<file path="config.mk">
export PLATFORM = sky130hd
export DESIGN_NAME = trace_record_sequencer_flat
export DESIGN_NICKNAME = d
export VERILOG_FILES = /design/src/rtl/trace_record_sequencer_pkg.sv /design/src/rtl/trace_record_sequencer_if.sv /design/src/rtl/trace_record_sequencer_fifo.sv /design/src/rtl/trace_record_sequencer.sv /design/src/flat_wrapper.sv
export SDC_FILE = /design/constraint.sdc
export NUM_CORES = 2
export LEC_CHECK = 0
export CORE_ASPECT_RATIO = 1.1
export CORE_MARGIN = 8
export CORE_UTILIZATION = 46
export DETAILED_ROUTE_END_ITERATION = 8
export PLACE_DENSITY = 0.73
export SYNTH_ARGS = -nofsm -noshare
export SYNTH_HDL_FRONTEND = slang
export SYNTH_SLANG_ARGS = --single-unit
</file>
<file path="constraint.sdc">
create_clock -name clk -period 18.25 [get_ports clk]
set_input_delay 1.825 -clock clk [delete_from_list [all_inputs] [get_ports clk]]
set_output_delay 1.825 -clock clk [all_outputs]
set_load 0.005 [all_outputs]
</file>
<file path="src/rtl/trace_record_sequencer_pkg.sv">
// trace_record_sequencer_pkg: trace record types, FSM states and widths shared by the sequencer.
`ifndef DATA_WIDTH
`define DATA_WIDTH 32
`endif
`ifndef ADDR_WIDTH
`define ADDR_WIDTH 32
`endif
package trace_record_sequencer_pkg;
    localparam int DATA_WIDTH = `DATA_WIDTH;
    localparam int ADDR_WIDTH = `ADDR_WIDTH;
    localparam int TIME_WIDTH = 32;

    typedef logic [TIME_WIDTH-1:0] trace_time_t;
    typedef logic [31:0] trace_int_t;

    typedef struct packed {
        trace_int_t time_start;
        trace_int_t time_end;
    } mem_access_t;

    typedef struct packed {
        trace_int_t time_start;
        trace_int_t time_end;
    } if_data_t;

    typedef struct packed {
        trace_int_t time_start;
        trace_int_t time_end;
    } id_data_t;

    typedef struct packed {
        logic [DATA_WIDTH-1:0] instr;
        logic [ADDR_WIDTH-1:0] addr;
        if_data_t              if_data;
        mem_access_t           mem_access;
        id_data_t              id_data;
    } trace_output;

    typedef enum logic [1:0] {IF_IDLE, IF_FETCH, IF_MEM, IF_WAIT} if_state_e;

    function automatic trace_int_t to_int(input trace_time_t t);
        return trace_int_t'(t);
    endfunction
endpackage

</file>
<file path="src/rtl/trace_record_sequencer_if.sv">
// trace_record_sequencer_if: core pipeline event taps plus the trace sink handshake.
interface trace_record_sequencer_if;
    import trace_record_sequencer_pkg::*;
    logic                  if_start_i;
    logic [ADDR_WIDTH-1:0] if_addr_i;
    logic                  mem_req_i;
    logic                  mem_rvalid_i;
    logic                  if_done_i;
    logic [DATA_WIDTH-1:0] if_instr_i;
    logic                  id_start_i;
    logic                  id_done_i;
    logic                  trace_valid_o;
    logic                  trace_ready_i;
    trace_output           trace_o;
    logic                  fifo_full_o;
    logic                  overflow_o;
    logic                  proto_err_o;

    modport master (
        output if_start_i, if_addr_i, mem_req_i, mem_rvalid_i, if_done_i, if_instr_i,
               id_start_i, id_done_i, trace_ready_i,
        input  trace_valid_o, trace_o, fifo_full_o, overflow_o, proto_err_o
    );
    modport slave (
        input  if_start_i, if_addr_i, mem_req_i, mem_rvalid_i, if_done_i, if_instr_i,
               id_start_i, id_done_i, trace_ready_i,
        output trace_valid_o, trace_o, fifo_full_o, overflow_o, proto_err_o
    );
endinterface

</file>
<file path="src/rtl/trace_record_sequencer_fifo.sv">
// trace_fifo: synchronous FIFO of trace records with a write port into the head entry's ID start time.
module trace_fifo
    import trace_record_sequencer_pkg::*;
#(
    parameter int DEPTH = 4
) (
    input  logic        clk,
    input  logic        rst,
    input  logic        push_i,
    input  logic        pop_i,
    input  logic        start_we_i,
    input  trace_int_t  time_i,
    input  trace_output data_i,
    output trace_output head_o,
    output logic        full_o,
    output logic        empty_o
);
    localparam int AW = $clog2(DEPTH);
    trace_output mem_q [DEPTH];
    logic [AW:0] wr_q, rd_q, count;
    logic wr_en, rd_en;

    assign count   = wr_q - rd_q;
    assign full_o  = count == (AW+1)'(DEPTH);
    assign empty_o = count == '0;
    assign head_o  = mem_q[rd_q[AW-1:0]];
    assign wr_en   = push_i && (!full_o || pop_i);
    assign rd_en   = pop_i && !empty_o;

    // A full push+pop targets the head slot; the later push assignment wins.
    always_ff @(posedge clk) begin
        if (rst) begin
            wr_q <= '0;
            rd_q <= '0;
        end else begin
            if (wr_en) wr_q <= wr_q + (AW+1)'(1);
            if (rd_en) rd_q <= rd_q + (AW+1)'(1);
        end
        if (start_we_i && !empty_o) mem_q[rd_q[AW-1:0]].id_data.time_start <= time_i;
        if (wr_en) mem_q[wr_q[AW-1:0]] <= data_i;
    end
endmodule

</file>
<file path="src/rtl/trace_record_sequencer.sv">
// trace_record_sequencer: timestamps IF/mem/ID events into one trace record per decoded instruction.
// Define TRACE_MEM_ACCESS_EN to track instruction-memory request/return times.
module trace_record_sequencer
    import trace_record_sequencer_pkg::*;
#(
    parameter int FIFO_DEPTH = 4
) (
    input logic clk,
    input logic rst,
    trace_record_sequencer_if.slave ev
);
    if_state_e   st_q, st_d;
    trace_output cap_q, cap_d, head, rec, out_q;
    trace_time_t now_q;
    trace_int_t  now;
    logic push, if_err, empty, full, avail, id_s, id_d, stall, ovf, valid_q, ovf_q, err_q;

    assign now = to_int(now_q);

    // Same-cycle events chain start -> req -> rvalid -> done.
    always_comb begin
        st_d   = st_q;
        cap_d  = cap_q;
        push   = 1'b0;
        if_err = 1'b0;
        if (ev.if_start_i) begin
            if_err                   = st_q != IF_IDLE;
            cap_d                    = '0;
            cap_d.addr               = ev.if_addr_i;
            cap_d.if_data.time_start = now;
`ifdef TRACE_MEM_ACCESS_EN
            st_d = IF_FETCH;
`else
            st_d = IF_WAIT;
`endif
        end
`ifdef TRACE_MEM_ACCESS_EN
        if (st_d == IF_FETCH && ev.mem_req_i) begin
            cap_d.mem_access.time_start = now;
            st_d                        = IF_MEM;
        end
        if (st_d == IF_MEM && ev.mem_rvalid_i) begin
            cap_d.mem_access.time_end = now;
            st_d                      = IF_WAIT;
        end
`endif
        if (ev.if_done_i) begin
            if (st_d == IF_FETCH) cap_d.mem_access.time_start = now;
            if (st_d inside {IF_FETCH, IF_MEM}) cap_d.mem_access.time_end = now;
            if_err                 = if_err || st_d != IF_WAIT;
            push                   = st_d != IF_IDLE;
            cap_d.instr            = ev.if_instr_i;
            cap_d.if_data.time_end = now;
            st_d                   = IF_IDLE;
        end
    end

`ifndef TRACE_MEM_ACCESS_EN
    logic unused_mem;
    assign unused_mem = ev.mem_req_i ^ ev.mem_rvalid_i;
`endif

    // A push this cycle makes an empty FIFO's incoming record the head for ID events.
    assign avail = !empty || push;
    assign id_s  = ev.id_start_i && avail;
    assign id_d  = ev.id_done_i && avail;
    assign stall = valid_q && !ev.trace_ready_i;
    assign ovf   = (push && full && !id_d) || (id_d && stall);

    always_comb begin
        rec = empty ? cap_d : head;
        if (id_s) rec.id_data.time_start = now;
        if (id_d) rec.id_data.time_end = now;
    end

    trace_fifo #(.DEPTH(FIFO_DEPTH)) u_fifo (
        .clk        (clk),
        .rst        (rst),
        .push_i     (push && !(empty && id_d)),
        .pop_i      (id_d && !empty),
        .start_we_i (id_s && !empty),
        .time_i     (now),
        .data_i     (empty ? rec : cap_d),
        .head_o     (head),
        .full_o     (full),
        .empty_o    (empty)
    );

    always_ff @(posedge clk) begin
        if (rst) begin
            now_q   <= '0;
            st_q    <= IF_IDLE;
            cap_q   <= '0;
            out_q   <= '0;
            valid_q <= 1'b0;
            ovf_q   <= 1'b0;
            err_q   <= 1'b0;
        end else begin
            now_q <= now_q + 1'b1;
            st_q  <= st_d;
            cap_q <= cap_d;
            ovf_q <= ovf_q || ovf;
            err_q <= err_q || if_err || ((ev.id_start_i || ev.id_done_i) && !avail);
            if (id_d && !stall) begin
                out_q   <= rec;
                valid_q <= 1'b1;
            end else if (ev.trace_ready_i) begin
                valid_q <= 1'b0;
            end
        end
    end

    assign ev.trace_valid_o = valid_q;
    assign ev.trace_o       = out_q;
    assign ev.fifo_full_o   = full;
    assign ev.overflow_o    = ovf_q;
    assign ev.proto_err_o   = err_q;
endmodule

</file>
<file path="src/flat_wrapper.sv">
// flat-port wrapper written by rule: the top's interface ports become plain ports
module trace_record_sequencer_flat import trace_record_sequencer_pkg::*;
#(
    parameter int FIFO_DEPTH = 4
)
  (clk, rst, ev_if_start_i, ev_if_addr_i, ev_mem_req_i, ev_mem_rvalid_i, ev_if_done_i, ev_if_instr_i, ev_id_start_i, ev_id_done_i, ev_trace_ready_i, ev_trace_valid_o, ev_trace_o, ev_fifo_full_o, ev_overflow_o, ev_proto_err_o);
  trace_record_sequencer_if ev_i ();
  input logic clk;
  input logic rst;
  input wire logic [$bits(ev_i.if_start_i)-1:0] ev_if_start_i;
  input wire logic [$bits(ev_i.if_addr_i)-1:0] ev_if_addr_i;
  input wire logic [$bits(ev_i.mem_req_i)-1:0] ev_mem_req_i;
  input wire logic [$bits(ev_i.mem_rvalid_i)-1:0] ev_mem_rvalid_i;
  input wire logic [$bits(ev_i.if_done_i)-1:0] ev_if_done_i;
  input wire logic [$bits(ev_i.if_instr_i)-1:0] ev_if_instr_i;
  input wire logic [$bits(ev_i.id_start_i)-1:0] ev_id_start_i;
  input wire logic [$bits(ev_i.id_done_i)-1:0] ev_id_done_i;
  input wire logic [$bits(ev_i.trace_ready_i)-1:0] ev_trace_ready_i;
  output wire logic [$bits(ev_i.trace_valid_o)-1:0] ev_trace_valid_o;
  output wire logic [$bits(ev_i.trace_o)-1:0] ev_trace_o;
  output wire logic [$bits(ev_i.fifo_full_o)-1:0] ev_fifo_full_o;
  output wire logic [$bits(ev_i.overflow_o)-1:0] ev_overflow_o;
  output wire logic [$bits(ev_i.proto_err_o)-1:0] ev_proto_err_o;
  assign ev_i.if_start_i = ev_if_start_i;
  assign ev_i.if_addr_i = ev_if_addr_i;
  assign ev_i.mem_req_i = ev_mem_req_i;
  assign ev_i.mem_rvalid_i = ev_mem_rvalid_i;
  assign ev_i.if_done_i = ev_if_done_i;
  assign ev_i.if_instr_i = ev_if_instr_i;
  assign ev_i.id_start_i = ev_id_start_i;
  assign ev_i.id_done_i = ev_id_done_i;
  assign ev_i.trace_ready_i = ev_trace_ready_i;
  assign ev_trace_valid_o = ev_i.trace_valid_o;
  assign ev_trace_o = ev_i.trace_o;
  assign ev_fifo_full_o = ev_i.fifo_full_o;
  assign ev_overflow_o = ev_i.overflow_o;
  assign ev_proto_err_o = ev_i.proto_err_o;
  trace_record_sequencer #(.FIFO_DEPTH(FIFO_DEPTH)) u_core (.clk(clk), .rst(rst), .ev(ev_i));
endmodule
</file>
Word level (Yosys, flattened, before mapping)
Memories as Yosys holds them, arrays and structs flattened. A register that Yosys moved wholly into a read port is not among the register bits.
Index checks and enable logic that the tools add are counted.
- add/subtract/negate cells: 4
- eq/ne operators: 4
- mux-type cells: 21
- reduce and logical (&&, ||, !) cells: 36
- operator list (operator ; count):
    $mux W256 ; 3
    $mux W32 ; 5
    $mux W96 ; 1
    $add A32 B1 Y32 const B ; 1
    $logic_and A1 B1 Y1 ; 15
    $mux W1 ; 9
    $logic_or A1 B1 Y1 ; 8
    $reduce_bool A2 Y1 ; 4
    $logic_not A1 Y1 ; 7
    $add A3 B1 Y3 const B ; 2
    $mux W2 ; 3
    $eq A3 B3 Y1 const B ; 1
    $logic_not A3 Y1 ; 1
    $sub A3 B3 Y3 ; 1
    $eq A2 B1 Y1 const B ; 1
    $eq A2 B2 Y1 const B ; 1
    $ne A2 B2 Y1 const B ; 1
    $reduce_or A2 Y1 ; 1
- flip-flop bits (word level): 555
- bits in writable memories: 1024
- input port bits: 73
- output and inout bits: 260
- logic and storage cells: 89
- memories kept: 1
- memories (name ; words ; bits a word ; rd ports ; clocked after Yosys merged registers in ; write ports ; line ; source):
    u_core.u_fifo.mem_q ; 4 ; 256 ; 1 ; 1 ; 2 ; trace_record_sequencer_fifo.sv:19 ; trace_output mem_q [DEPTH];

Logic depth before layout (Yosys ltp)
- depth after elaboration: 11
- mapped depth: 14
- mapped depth without buffers: 8

Cells and area by module
Synthesis repeated with hierarchy kept, for this count alone.
- cells, all modules: 4457
- area, all modules: 62727.7 um^2
- by module, submodules not included (module ; instances ; cells an instance ; area an instance (um^2) ; seq. area each (um^2)):
    trace_fifo ; 1 ; 1561 ; 39325.2 ; 30909.6
    trace_record_sequencer ; 1 ; 2896 ; 23402.4 ; 10990.5

Worst setup path after synthesis
No wires, ideal clock.
- path kind: input to register
- from: in ev_if_start_i
- to: mem u_core.u_fifo.mem_q[3][32] in the netlist's numbering (enable)
- setup time: 377 ps
- arrival: 7010 ps
- required time: 17873 ps
- path slack: 10863 ps
- stages: 12
- path buffers: 7
- cell sequence: clkbuf_1 > buf_2 > clkbuf_1 > clkbuf_1 > nor2_1 > ha_1 > nand2b_1 > clkbuf_1 > clkbuf_1 > a211oi_2 > buf_2 > a31o_2
- RTL lines (element ; line ; source):
    from (decl) ; flat_wrapper.sv:10 ; input wire logic [$bits(ev_i.if_start_i)-1:0] ev_if_start_i;
    to (decl) ; trace_record_sequencer_fifo.sv:19 ;

==> reports/qor.yml <==
cts_max_path_buffers: 3
ctsResizeCount: 0
syn-mean-instance-area_um2: 13.3
die_width_um: 351
cts_tree: "built"
areaGrowthSynthToFinish_pct: 16.3
clk_root_buffer_cell: "sky130_fd_sc_hd__clkbuf_16"
multiInputGateArea_um2: 17300
power.static_leakage_nw: 23.4
final.setup.tns_ns: 0
path_max_fanout: 73
finalWorstPathRequiredPeriod_ns: 6.67
slew_worst_pin_ns: 1.18
placed_cell_areas_um2: 61500
outcome: "complete, no violations"
gpl.final_weighted_congestion: 0.761
antenna_violating_nets_left: 0
detail_route.drc_violations: 0
timing_max_transition_violations_final: 0
crit_path_frequent_cell: "sky130_fd_sc_hd__buf_4"
end_kind: "register"
synth_fp_nets: 4365
drt_pass1_iterations: 5
post_cts.repair.setup_buffers: 0
critical_path.cell_chain: "clkbuf_8, nor2_1, ha_1, nand2b_2, buf_4, a211oi_4, buf_4, buf_4, buf_4"
holdBufCountCts: 0
timing_worst_setup_path_type: "in -> reg"
clock_latency_late_sink_ns: 0.76
detailedRoute.firstIterationViolations: 4081
timing.critical_path.max_delay_family: "buffers and inverters"
ys_seq_area_share_pct: 65.9
vias_per_cell: 5.92
clock_sinks: 1421
fillerInstances: 9952
grt_first_pass_wirelength_um: 235000
async_reset_ff_share_pct: 0
maximum_frequency_from_static_timing_analysis_ghz: 0.150
routed_wirelength_um: 158000
die_h_um: 385
initial_core_util_pct: 46.3
fp-row-count: 135
globalRouteTotalUtil_pct: 22.9
max_slew_margin_pct: 21.0
route.vias.total: 36900
rsz0062_at_grt: "false"
design_area_um2: 66100
critical_r2r_launch: "u_core.u_fifo.wr_q[0]"
largest_net_degree_at_the_start_of_global_routing: 208
synth_enable_flop_cells: 896
boundaryPins: 333
cts_htree_levels: 4
required_ns: 18.63
hold_path_class: "reg -> reg"
syn-cell-area_um2: 56800
synthDistinctLibCells: 46
dp_hpwl_um: 87400
ys_seq_elements: 1421
clk_pin_slew_worst_paths_ns: 0.06
setup_viol: 0
first_global_vias: 37600
critPathSlowestCell: "sky130_fd_sc_hd__buf_4"
finalHoldViolations: 0
cp_num_buf_inv: 5
total_power_divided_by_cell_area_nw_per_um2: 149
placement.io_buffers: 330
routed_wire_length_per_instance_um: 25.4
area.sequential_um2: 37400
worst_clock_skew_ns: 0.0234
tritoncts_buffer_count: 141
core_um2: 123000
power.ir.vdd_worst_v: 0.000164
worstPathArrival_ns: 7.05
nNetsFinal: 4549
worst_setup_path_start_kind: "input pin"
grt_antenna_before_repair: 3
worst_setup_path_startpoint: "ev_if_start_i"
globalRouteOverflowTotal: 0
synth-main-ff-cell: "sky130_fd_sc_hd__edfxtp_1"
hold_path.startpoint: "u_core.ev.trace_o[18]"
yosysWarningCount: 0
reported_max_cap_violation_count: 0
slowest_delay_ns: 0.95
period_share_pct: 36.5
synth_cells: 4278
die_area_um2: 135000
post_route_cells_drive_above_1_share_pct: 11.8
==> worst paths after layout <==
path         cells after the start  slack (ns)                     endpoint
max reg2reg                      9       12.52   u_core.u_fifo.mem_q[0][54]
min                              2        0.45        u_core.ev.trace_o[18]
min reg2reg                      2        0.45        u_core.ev.trace_o[18]
max                              9       11.58  u_core.u_fifo.mem_q[3][221]
==> cell usage after synthesis (31+ instances only) <==
master | n | area, um^2
sky130_fd_sc_hd__mux2i_1 | 130 | 1300
sky130_fd_sc_hd__inv_1 | 207 | 777
sky130_fd_sc_hd__buf_2 | 67 | 335
sky130_fd_sc_hd__mux4_2 | 224 | 5040
sky130_fd_sc_hd__a22oi_1 | 64 | 480
sky130_fd_sc_hd__a21boi_0 | 31 | 233
sky130_fd_sc_hd__clkbuf_1 | 271 | 1020
sky130_fd_sc_hd__nor2b_1 | 157 | 982
sky130_fd_sc_hd__a21oi_1 | 45 | 225
sky130_fd_sc_hd__dfxtp_1 | 525 | 10500
sky130_fd_sc_hd__nor2_1 | 580 | 2180
sky130_fd_sc_hd__nor3_1 | 396 | 1980
sky130_fd_sc_hd__a31oi_1 | 32 | 200
sky130_fd_sc_hd__edfxtp_1 | 896 | 26900
sky130_fd_sc_hd__a211oi_1 | 353 | 2650
sky130_fd_sc_hd__nand2_1 | 85 | 319
sky130_fd_sc_hd__nand3b_1 | 32 | 240
==> registers in the layout (all words and copies together) (netlist names), named ones only <==
signal and count:
u_core.u_fifo.mem_q 896, u_core.ev.trace_o 256, u_core.cap_q 224, u_core.now 32, u_core.u_fifo.rd_q 3, u_core.u_fifo.wr_q 3, u_core.st_q 2, u_core.ev.overflow_o 1
u_core.ev.proto_err_o 1, u_core.ev.trace_valid_o 1
==> worst reg2reg max path, delay by kind of cell, from the launching register on <==
family	cells	cell delay, ns
fa+ha+maj	1	0.35
simple gates	2	1.18
buf+inv	5	2.74
compound gates	1	0.69
flops	1	0.39
==> per-stage QoR <==
stage | worst slack [ns] | util (%) | hold slack, ns | power [mW] | std cells
finish | 11.58 | 53.8 | 0.451 | 9.84 | 6228
global route | 11.45 | 53.8 | 0.470 | 10.2 | 6227
floorplan | 10.86 | - | 0.453 | 5.83 | 4278
global placement | 10.89 | 50.1 | 0.446 | 6.97 | 5963
detailed placement | 10.82 | 50.1 | 0.446 | 7.02 | 5963
CTS | 11.65 | 53.8 | 0.454 | 9.88 | 6227
==> cells in the final DEF, fill, tap and decap left out, types with 5 or more instances in the layout <==
| master | instances |
|---|---|
| sky130_fd_sc_hd__edfxtp_1 | 896 |
| sky130_fd_sc_hd__nor2_1 | 579 |
| sky130_fd_sc_hd__dfxtp_1 | 523 |
| sky130_fd_sc_hd__nor3_1 | 396 |
| sky130_fd_sc_hd__a211oi_1 | 353 |
| sky130_fd_sc_hd__clkdlybuf4s50_1 | 326 |
| sky130_fd_sc_hd__mux4_2 | 224 |
| sky130_fd_sc_hd__inv_1 | 207 |
| sky130_fd_sc_hd__nor2b_1 | 157 |
| sky130_fd_sc_hd__clkbuf_16 | 148 |
| sky130_fd_sc_hd__mux2i_1 | 130 |
| sky130_fd_sc_hd__nand2_1 | 82 |
| sky130_fd_sc_hd__buf_4 | 77 |
| sky130_fd_sc_hd__a22oi_1 | 64 |
| sky130_fd_sc_hd__a21oi_1 | 41 |
| sky130_fd_sc_hd__clkbuf_1 | 40 |
| sky130_fd_sc_hd__a31oi_1 | 32 |
| sky130_fd_sc_hd__nand3b_1 | 32 |
| sky130_fd_sc_hd__a21boi_0 | 31 |
| sky130_fd_sc_hd__o41ai_1 | 29 |
| sky130_fd_sc_hd__clkinv_2 | 22 |
| sky130_fd_sc_hd__clkbuf_8 | 19 |
| sky130_fd_sc_hd__xnor2_1 | 17 |
| sky130_fd_sc_hd__clkinv_1 | 17 |
| sky130_fd_sc_hd__xor2_1 | 14 |
| sky130_fd_sc_hd__ha_1 | 14 |
| sky130_fd_sc_hd__nand3_1 | 9 |
| sky130_fd_sc_hd__nand4_1 | 9 |
| sky130_fd_sc_hd__o21ai_0 | 7 |
| sky130_fd_sc_hd__inv_6 | 7 |
| sky130_fd_sc_hd__and2_1 | 5 |
| sky130_fd_sc_hd__clkinv_8 | 5 |
==> power breakdown <==
part	switching, mW	internal [mW]
clock network	1.24	1.63
registers	0.193	3.89
logic	1.87	1.02
total	3.30	6.54
==> kinds of logic (layout without fill, tap and decap cells) <==
| group | count (synthesis) | count (layout) | share of synthesized area (%) |
|---|---|---|---|
| xor gates and xnor gates | 35 | 35 | 0.625 |
| buffers and inverters | 576 | 881 | 3.96 |
| muxes | 354 | 354 | 11.2 |
| DFF | 1421 | 1421 | 65.9 |
| other | 0 | 1 | 0 |
| and+or+nand+nor | 1295 | 1295 | 10.5 |
| adders and majority gates | 14 | 14 | 0.308 |
| AOI/OAI and AO/OA | 583 | 583 | 7.55 |
==> layout make-up <==
cell class                      instances  area share, %
Antenna cell                            1        0.00379
Clock buffer                          206           6.20
Clock inverter                         58          0.750
Inverter                              207           1.18
Multi-Input combinational cell       2281           26.2
Sequential cell                      1421           56.6
Tap cell                             1644           3.11
Timing Repair Buffer                  410           5.98
==> routing by layer <==
layer  global-route usage, %  wire length [um]  vias up
met2                    37.4             75400     1803
met5                       0                37        -
met3                    5.97             16000      268
met1                    29.5             62000    18600
li1                        -                 -    16200
met4                    8.11              4550        6
Note: power is estimated with default switching activity, not from simulation.
